`src/rtl/mpr_xfer_seq.sv`:
```
// CPU-side sequencer for the TAM/TMA MPR transfer instructions.
// Drives the MMU request port and pads each instruction to its architectural length.
module mpr_xfer_seq #(
  parameter int unsigned TAM_CYCLES = 5,
  parameter int unsigned TMA_CYCLES = 4
) (
  input  logic       clk,
  input  logic       reset,
  input  logic       RDY,
  input  logic       start,
  input  logic       op_tam,
  input  logic [7:0] imm,
  input  logic [7:0] acc_in,
  input  logic [7:0] mmu_d_out,
  output logic       load_en,
  output logic       store_en,
  output logic [7:0] MPR_mask,
  output logic [7:0] mmu_d_in,
  output logic [7:0] acc_out,
  output logic       acc_we,
  output logic       busy,
  output logic       done,
  output logic       mask_multi
);

  localparam int unsigned MAX_CYC = (TAM_CYCLES > TMA_CYCLES) ? TAM_CYCLES : TMA_CYCLES;
  localparam int unsigned CNT_W   = (MAX_CYC > 4) ? $clog2(MAX_CYC - 3) : 1;
  localparam logic [CNT_W-1:0] TAM_PAD = CNT_W'(TAM_CYCLES - 4);
  localparam logic [CNT_W-1:0] TMA_PAD = CNT_W'(TMA_CYCLES - 4);

  typedef enum logic [2:0] {
    S_IDLE,
    S_ISSUE,
    S_XFER,
    S_PAD,
    S_DONE
  } state_t;

  state_t           state, state_nxt;
  logic [CNT_W-1:0] cnt, cnt_nxt;
  logic             op_q, op_nxt;
  logic [7:0]       imm_q, imm_nxt;

  logic       load_en_nxt, store_en_nxt, acc_we_nxt, busy_nxt, done_nxt, mask_multi_nxt;
  logic [7:0] mask_nxt, d_in_nxt, acc_out_nxt;
  logic [7:0] imm_low_bit;
  logic       imm_multi;

  // TMA reads exactly one MPR: the lowest selected one.
  assign imm_low_bit = imm & (~imm + 8'd1);
  assign imm_multi   = |(imm & (imm - 8'd1));

  // Next-state and next-output decode; outputs are registered one cycle later.
  always_comb begin
    state_nxt      = state;
    cnt_nxt        = cnt;
    op_nxt         = op_q;
    imm_nxt        = imm_q;
    load_en_nxt    = 1'b0;
    store_en_nxt   = 1'b0;
    mask_nxt       = 8'h00;
    d_in_nxt       = 8'h00;
    acc_out_nxt    = acc_out;
    acc_we_nxt     = 1'b0;
    busy_nxt       = 1'b0;
    done_nxt       = 1'b0;
    mask_multi_nxt = mask_multi;

    case (state)
      S_IDLE: begin
        if (start) begin
          state_nxt      = S_ISSUE;
          op_nxt         = op_tam;
          imm_nxt        = imm;
          busy_nxt       = 1'b1;
          mask_multi_nxt = ~op_tam & imm_multi;
          if (op_tam) begin
            load_en_nxt = 1'b1;
            mask_nxt    = imm;
            d_in_nxt    = acc_in;
          end else begin
            store_en_nxt = 1'b1;
            mask_nxt     = imm_low_bit;
          end
        end
      end
      S_ISSUE: begin
        state_nxt = S_XFER;
        busy_nxt  = 1'b1;
      end
      S_XFER: begin
        state_nxt = S_PAD;
        busy_nxt  = 1'b1;
        cnt_nxt   = op_q ? TAM_PAD : TMA_PAD;
        // MMU presents the selected MPR during this cycle; a zero mask reads nothing.
        if (!op_q && (imm_q != 8'h00)) begin
          acc_out_nxt = mmu_d_out;
          acc_we_nxt  = 1'b1;
        end
      end
      S_PAD: begin
        if (cnt == '0) begin
          state_nxt = S_DONE;
          done_nxt  = 1'b1;
        end else begin
          cnt_nxt  = cnt - CNT_W'(1);
          busy_nxt = 1'b1;
        end
      end
      S_DONE: begin
        state_nxt = S_IDLE;
      end
      default: begin
        state_nxt = S_IDLE;
      end
    endcase
  end

  always_ff @(posedge clk or posedge reset) begin
    if (reset) begin
      state      <= S_IDLE;
      cnt        <= '0;
      op_q       <= 1'b0;
      imm_q      <= 8'h00;
      load_en    <= 1'b0;
      store_en   <= 1'b0;
      MPR_mask   <= 8'h00;
      mmu_d_in   <= 8'h00;
      acc_out    <= 8'h00;
      acc_we     <= 1'b0;
      busy       <= 1'b0;
      done       <= 1'b0;
      mask_multi <= 1'b0;
    end else if (RDY) begin
      state      <= state_nxt;
      cnt        <= cnt_nxt;
      op_q       <= op_nxt;
      imm_q      <= imm_nxt;
      load_en    <= load_en_nxt;
      store_en   <= store_en_nxt;
      MPR_mask   <= mask_nxt;
      mmu_d_in   <= d_in_nxt;
      acc_out    <= acc_out_nxt;
      acc_we     <= acc_we_nxt;
      busy       <= busy_nxt;
      done       <= done_nxt;
      mask_multi <= mask_multi_nxt;
    end
  end

endmodule

```
`config.mk`:
```
export PLATFORM = sky130hd
export DESIGN_NAME = mpr_xfer_seq
export DESIGN_NICKNAME = d
export VERILOG_FILES = /design/src/rtl/mpr_xfer_seq.sv
export SDC_FILE = /design/constraint.sdc
export NUM_CORES = 1
export LEC_CHECK = 0
export BUFFER_PORTS_ARGS = -buffer_cell sky130_fd_sc_hd__buf_2
export CELL_PAD_IN_SITES_DETAIL_PLACEMENT = 1
export CELL_PAD_IN_SITES_GLOBAL_PLACEMENT = 1
export CORE_MARGIN = 2
export CORE_UTILIZATION = 38
export CTS_CLUSTER_SIZE = 40
export DETAILED_ROUTE_END_ITERATION = 12
export PLACE_DENSITY = 0.83
export SLEW_MARGIN = 20
export SYNTH_ARGS = -nofsm -noshare
export SYNTH_HDL_FRONTEND = slang
export SYNTH_SLANG_ARGS = --single-unit
```
`constraint.sdc`:
```
create_clock -name clk -period 1.7 [get_ports clk]
set_input_delay 0.085 -clock clk [delete_from_list [all_inputs] [get_ports clk]]
set_output_delay 0.085 -clock clk [all_outputs]
set_load 0.02 [all_outputs]
```
==> impl_metrics.toml, run 1 <==
[run_status]
status = "completed"

[setup_path]
cp_slowest_stage_delay_ns = 0.39
worst-setup-path-type = "register to register"
required_ns = 1.88
worstPathCellList = "nor4_1 -> nand2_1 -> nand4_2 -> mux2_2"
cp_max_fo = 9
critPathArrivalTime_ns = 1.80
cp-end-kind = "register"
cp_slowest_cell = "dfrtp_1"
startpoint_type = "register"

[clocking]
cts_tree = "yes"
clk_latency_ns = 0.29
htree_levels = 2
path_clk_slew_ns = 0.08
cts_buffer_depth = 2
cts_buffers = 5
cts-root-buf = "clkbuf_8"
clock_sinks = 43
cts_setup_buffers = 0

[logic_synthesis]
synthFlopType = "dfrtp_1"
netlist_top_cells_area = "dfrtp_1 (59%), nand2_1 (6.0%), mux2_2 (5.0%)"
syn_nets = 190
netlist.area_leader.share_pct = 59.4
netlist_instances = 161
synthArstFlopShare_pct = 100
ys_warn_count = 0
avgSynthCellArea_um2 = 11.3
synth_enable_flop_cells = 0
synth-seq-area-share_pct = 59.4
syn-cell-area_um2 = 1810
yosysTopAreaCell = "dfrtp_1"
yosysUniqueCellTypes = 34
ys_ff_latch = 43

[drt]
wirelength_um = 4410
drc_errors = 0
via_per_inst = 5.06
via_count = 1431
wl_per_cell_um = 15.6
dr.first_iter.drc_count = 52
detail-route-antenna-nets = 0
drt_first_pass_iters = 4

[timing]
tns_ns = 0
drv_slew = 0
finalWorstSetupSlack_ns = 0.0737
finalSetupViolCount = 0
clock_skew_ns = 0.00802
max_freq_mhz = 615
slew_headroom_pct = 63.6
hold_violations = 0
min_period_ns = 1.63
rsz0062_at_grt = "false"
tightest_slew_ns = 0.546
fin_crit_sh_pct = 95.7

[floorplan]
pin_count = 59
core_region_area_um2 = 4660
dieHeight_um = 73.1
die-area_um2 = 5340
die_w_um = 73.1
core.rowCount = 25
start_util_pct = 38.9

[final_layout]
fin_util_pct = 49.3
layout_common_cells = "buf_2 (58), dfrtp_1 (43), nand2_1 (29), o21ai_0 (10), a22o_1 (9)"
layout-drive-gt1-share_pct = 36.7
stdcell_count = 283
antennaDiodeCount = 0
fillers = 538
final_common_cell = "buf_2"
fin_nets = 257
area_growth_syn_to_layout_pct = 26.8

[grt]
grt_use_met1_pct = 23.3
antenna_found_initial = 0
overflow = 0
grt_pass1_wl_um = 7090
grtUsageMet2_pct = 27.9
grt.total_usage_pct = 17.5
use_met3_pct = 3.45
grt_pass1_vias = 1433
grt_start_max_net_pins = 44
grt.busiest_layer = "met2"

[place]
dpl.cell_count = 270
hpwl_um = 3120
place.gp.congestion = 0.798
portBuffers = 58
place_ws_ns = 0.0669

[pwr]
p_sw_share_pct = 36.7
ir_worst_vdd_mv = 0.662
internal_power_w = 0.00210
power_w = 0.00332
p_per_area_nw_per_um2 = 1450
pwr-share-seq_pct = 47.6
clkPwrFrac_pct = 18.7
comb_power_share_pct = 33.7
p_sw_w = 0.00122
leakage_nw = 1.20

[worst_hold_path]
hold_path.class = "input port to register"

[run]
drv_cap = 0
==> synthesized netlist by cell type (all sizes together), types with 3 or more instances <==
cell type   n
dfrtp      43
nand2      29
o21ai      10
a22o        9
inv         8
mux2        8
nor2        8
o2bb2ai     7
buf         5
clkbuf      4
nor4        4
a21o        3
a21oi       3
nor3        3
==> per-stage QoR <==
| stage | cell area (µm²) | hold WS [ns] |
|---|---|---|
| 4_1_cts | 2280 | 0.000917 |
| 3_3_place_gp | 2160 | 0.246 |
| 6_report | 2300 | 0.00440 |
| 2_1_floorplan | 1810 | 0.190 |
| 5_1_grt | 2300 | 0.00740 |
| 3_5_place_dp | 2160 | 0.245 |
==> what timing repair did <==
action | CTS | global route
gates resized for setup | 0 | 1
hold endpoints to repair | 46 | 1
hold buffers | 4 | 1
setup endpoints to repair | 0 | 8
==> power groups by stage <==
stage	sequential, W	clock (W)	combinational (W)
after floorplan	0.00175	0	0.000561
after global placement	0.00157	0	0.00108
after detailed placement	0.00159	0	0.00112
after CTS	0.00158	0.000636	0.00113
after global routing	0.00162	0.000689	0.00124
final	0.00158	0.000621	0.00112
==> metal layers <==
metal,wire length (µm),vias to the layer above
li1,-,697
met1,1970,702
met2,2240,28
met3,135,4
met4,62,0
met5,0,-
==> cells by family (layout without fill, tap and decap cells) <==
logic type	after synthesis	after routing	synth area share (%)
compound gates	41	41	16.9
buf+inv	18	86	5.04
mux	8	8	4.97
flops	43	43	59.4
fa+ha+maj	1	1	0.622
simple gates	50	50	13.1
==> layout make-up <==
type	instances	area, µm²	area share [%]
multi-input combinational	100	651	28.3
clock inverter	3	15.0	0.654
sequential	43	1080	46.8
inverter	9	33.8	1.47
timing repair buffer	69	385	16.8
clock buffer	5	68.8	3.00
tap	54	67.6	2.94
==> worst paths after layout <==
check	startpoint	end	slack (ns)	cells past startpoint
setup / recovery	imm_q[0]	acc_out[2]	0.07	4
hold / removal	acc_in[0]	mmu_d_in[0]	0.004	2
setup reg to reg	imm_q[0]	acc_out[2]	0.07	4
hold reg to reg	imm_q[3]	imm_q[3]	0.48	2
max in group asynchronous	reset	done	0.84	4
min in group asynchronous	reset	load_en	0.47	4
==> sequential cells by signal, summed over array words and instances, names as in the netlist, 3 cells and up <==
register,flops
MPR_mask,8
mmu_d_in,8
state,3
imm_q,8
acc_out,8
==> worst max-delay path, delay by kind of cell, from the launching register on <==
family / cells / cell delay (ns)
AND/OR/NAND/NOR: 3 / 0.75
multiplexers: 1 / 0.37
flip-flops: 1 / 0.39
Power figures use the tool's default switching activity.
==> run 2, diff against run 1 <==
CELL_PAD_IN_SITES_DETAIL_PLACEMENT = 2   (was 1)
CELL_PAD_IN_SITES_GLOBAL_PLACEMENT = 2   (was 1)
CORE_UTILIZATION = 31   (was 38)
PLACE_DENSITY = 0.84   (was 0.83)
==> impl_metrics.toml, run 2 (synthesis gave the netlist of run 1 again) <==
[run_status]
status = "completed"

[timing]
tns_ns = 0
max_freq_mhz = 638
rsz0062_at_grt = "false"
fin_crit_sh_pct = 92.2
hold_violations = 0
clock_skew_ns = 0.00613
finalSetupViolCount = 0
min_period_ns = 1.57
tightest_slew_ns = 0.548
drv_slew = 0
slew_headroom_pct = 63.5

[drt]
via_count = 1483
detail-route-antenna-nets = 0
drt_first_pass_iters = 2
drc_errors = 0
via_per_inst = 4.85
wirelength_um = 4900
dr.first_iter.drc_count = 76
wl_per_cell_um = 16.0

[pwr]
comb_power_share_pct = 34.5
p_sw_w = 0.00125
leakage_nw = 1.22
p_per_area_nw_per_um2 = 1420
p_sw_share_pct = 36.9
pwr-share-seq_pct = 46.4
clkPwrFrac_pct = 19.1
internal_power_w = 0.00213
ir_worst_vdd_mv = 0.515

[floorplan]
start_util_pct = 32.5
core.rowCount = 27
die-area_um2 = 6470
core_region_area_um2 = 5570
die_w_um = 80.5
pin_count = 59
dieHeight_um = 80.5

[setup_path]
cp_max_fo = 9
cp_slowest_stage_delay_ns = 0.41
worstPathCellList = "nor4_2 -> nand2_1 -> nand4_2 -> mux2_2"
worst-setup-path-type = "register to register"
reg2reg_depth = 4
cp-end-kind = "register"
startpoint_type = "register"
critPathArrivalTime_ns = 1.76
required_ns = 1.89
cp_slowest_cell = "dfrtp_1"

[grt]
grt_start_max_net_pins = 44
grt.total_usage_pct = 16.9
antenna_found_initial = 0
grt_pass1_wl_um = 8100
grt_pass1_vias = 1629
overflow = 0

[final_layout]
area_growth_syn_to_layout_pct = 30.9
final_common_cell = "buf_2"
fillers = 614
fin_nets = 262
layout_common_cells = "buf_2 (58), dfrtp_1 (43), nand2_1 (29), o21ai_0 (10)"
regArea_um2 = 1080
antennaDiodeCount = 0
layout-drive-gt1-share_pct = 36.3
multi_input_comb_area_um2 = 653
stdcell_count = 306

[clocking]
cts_buffer_depth = 2
clk_latency_ns = 0.30
cts_setup_buffers = 0
cts_tree = "yes"
htree_levels = 2
cts_buffers = 5
path_clk_slew_ns = 0.08
cts-root-buf = "clkbuf_8"
clock_sinks = 43

[place]
hpwl_um = 3430
portBuffers = 58
dpl.cell_count = 289
place.gp.congestion = 0.777

[worst_hold_path]
hold_depth = 2
hold_path.class = "input port to register"

[run]
drv_cap = 0
## run 2: layer usage
layer,vias up,GRT usage (%),share of wire (%)
met5,-,0,0
met4,0,6.10,1.6
met3,6,4.61,4.3
met2,34,29.4,52
met1,735,19.9,42
li1,708,-,-
## run 2: timing repair
action	in CTS	in global routing
resized for setup	0	2
setup endpoints to repair	0	19
hold buffers	8	1
hold endpoints to repair	50	1
## run 2: power groups by stage
stage,registers [W],clock network [W],logic [W]
after floorplan,0.00175,0,0.000561
after global routing,0.00161,0.000719,0.00128
after CTS,0.00156,0.000682,0.00118
final,0.00157,0.000645,0.00116
after detailed placement,0.00158,0,0.00116
after global placement,0.00156,0,0.00111
## run 2: worst paths after layout
kind / startpoint / end / slack (ns)
max reg2reg: imm_q[4] / acc_out[5] / 0.13
min in group asynchronous: reset / mmu_d_in[6] / 0.46
min: mmu_d_out[6] / acc_out[6] / 0.02
max: imm_q[4] / acc_out[5] / 0.13
min reg2reg: MPR_mask[5] / MPR_mask[5] / 0.49
max in group asynchronous: reset / mask_multi / 0.86
## run 2: final cells by class
class                   instances  area share (%)
inverters                       9            1.42
clock inverters                 2           0.528
clock buffers                   6            3.06
flip-flops and latches         43            45.4
multi-input cells             100            27.5
well taps                      72            3.80
repair buffers                 74            18.3
## run 2: stage by stage
stage	setup WS [ns]	hold slack [ns]	utilization, %	total power [W]	cell area (µm²)
after floorplan	0.198	0.190	-	0.00231	1810
after global placement	0.130	0.247	39.2	0.00267	2190
after detailed placement	0.0421	0.259	39.2	0.00274	2190
after CTS	0.00872	0.00793	42.2	0.00343	2350
after global routing	0.0151	0.000906	42.5	0.00361	2370
final	0.132	0.0174	42.5	0.00338	2370
## run 2: critical path: cells and delay by family, from the launching register on
family	cells	cell delay [ns]
mux	1	0.37
flops	1	0.41
simple gates	3	0.68
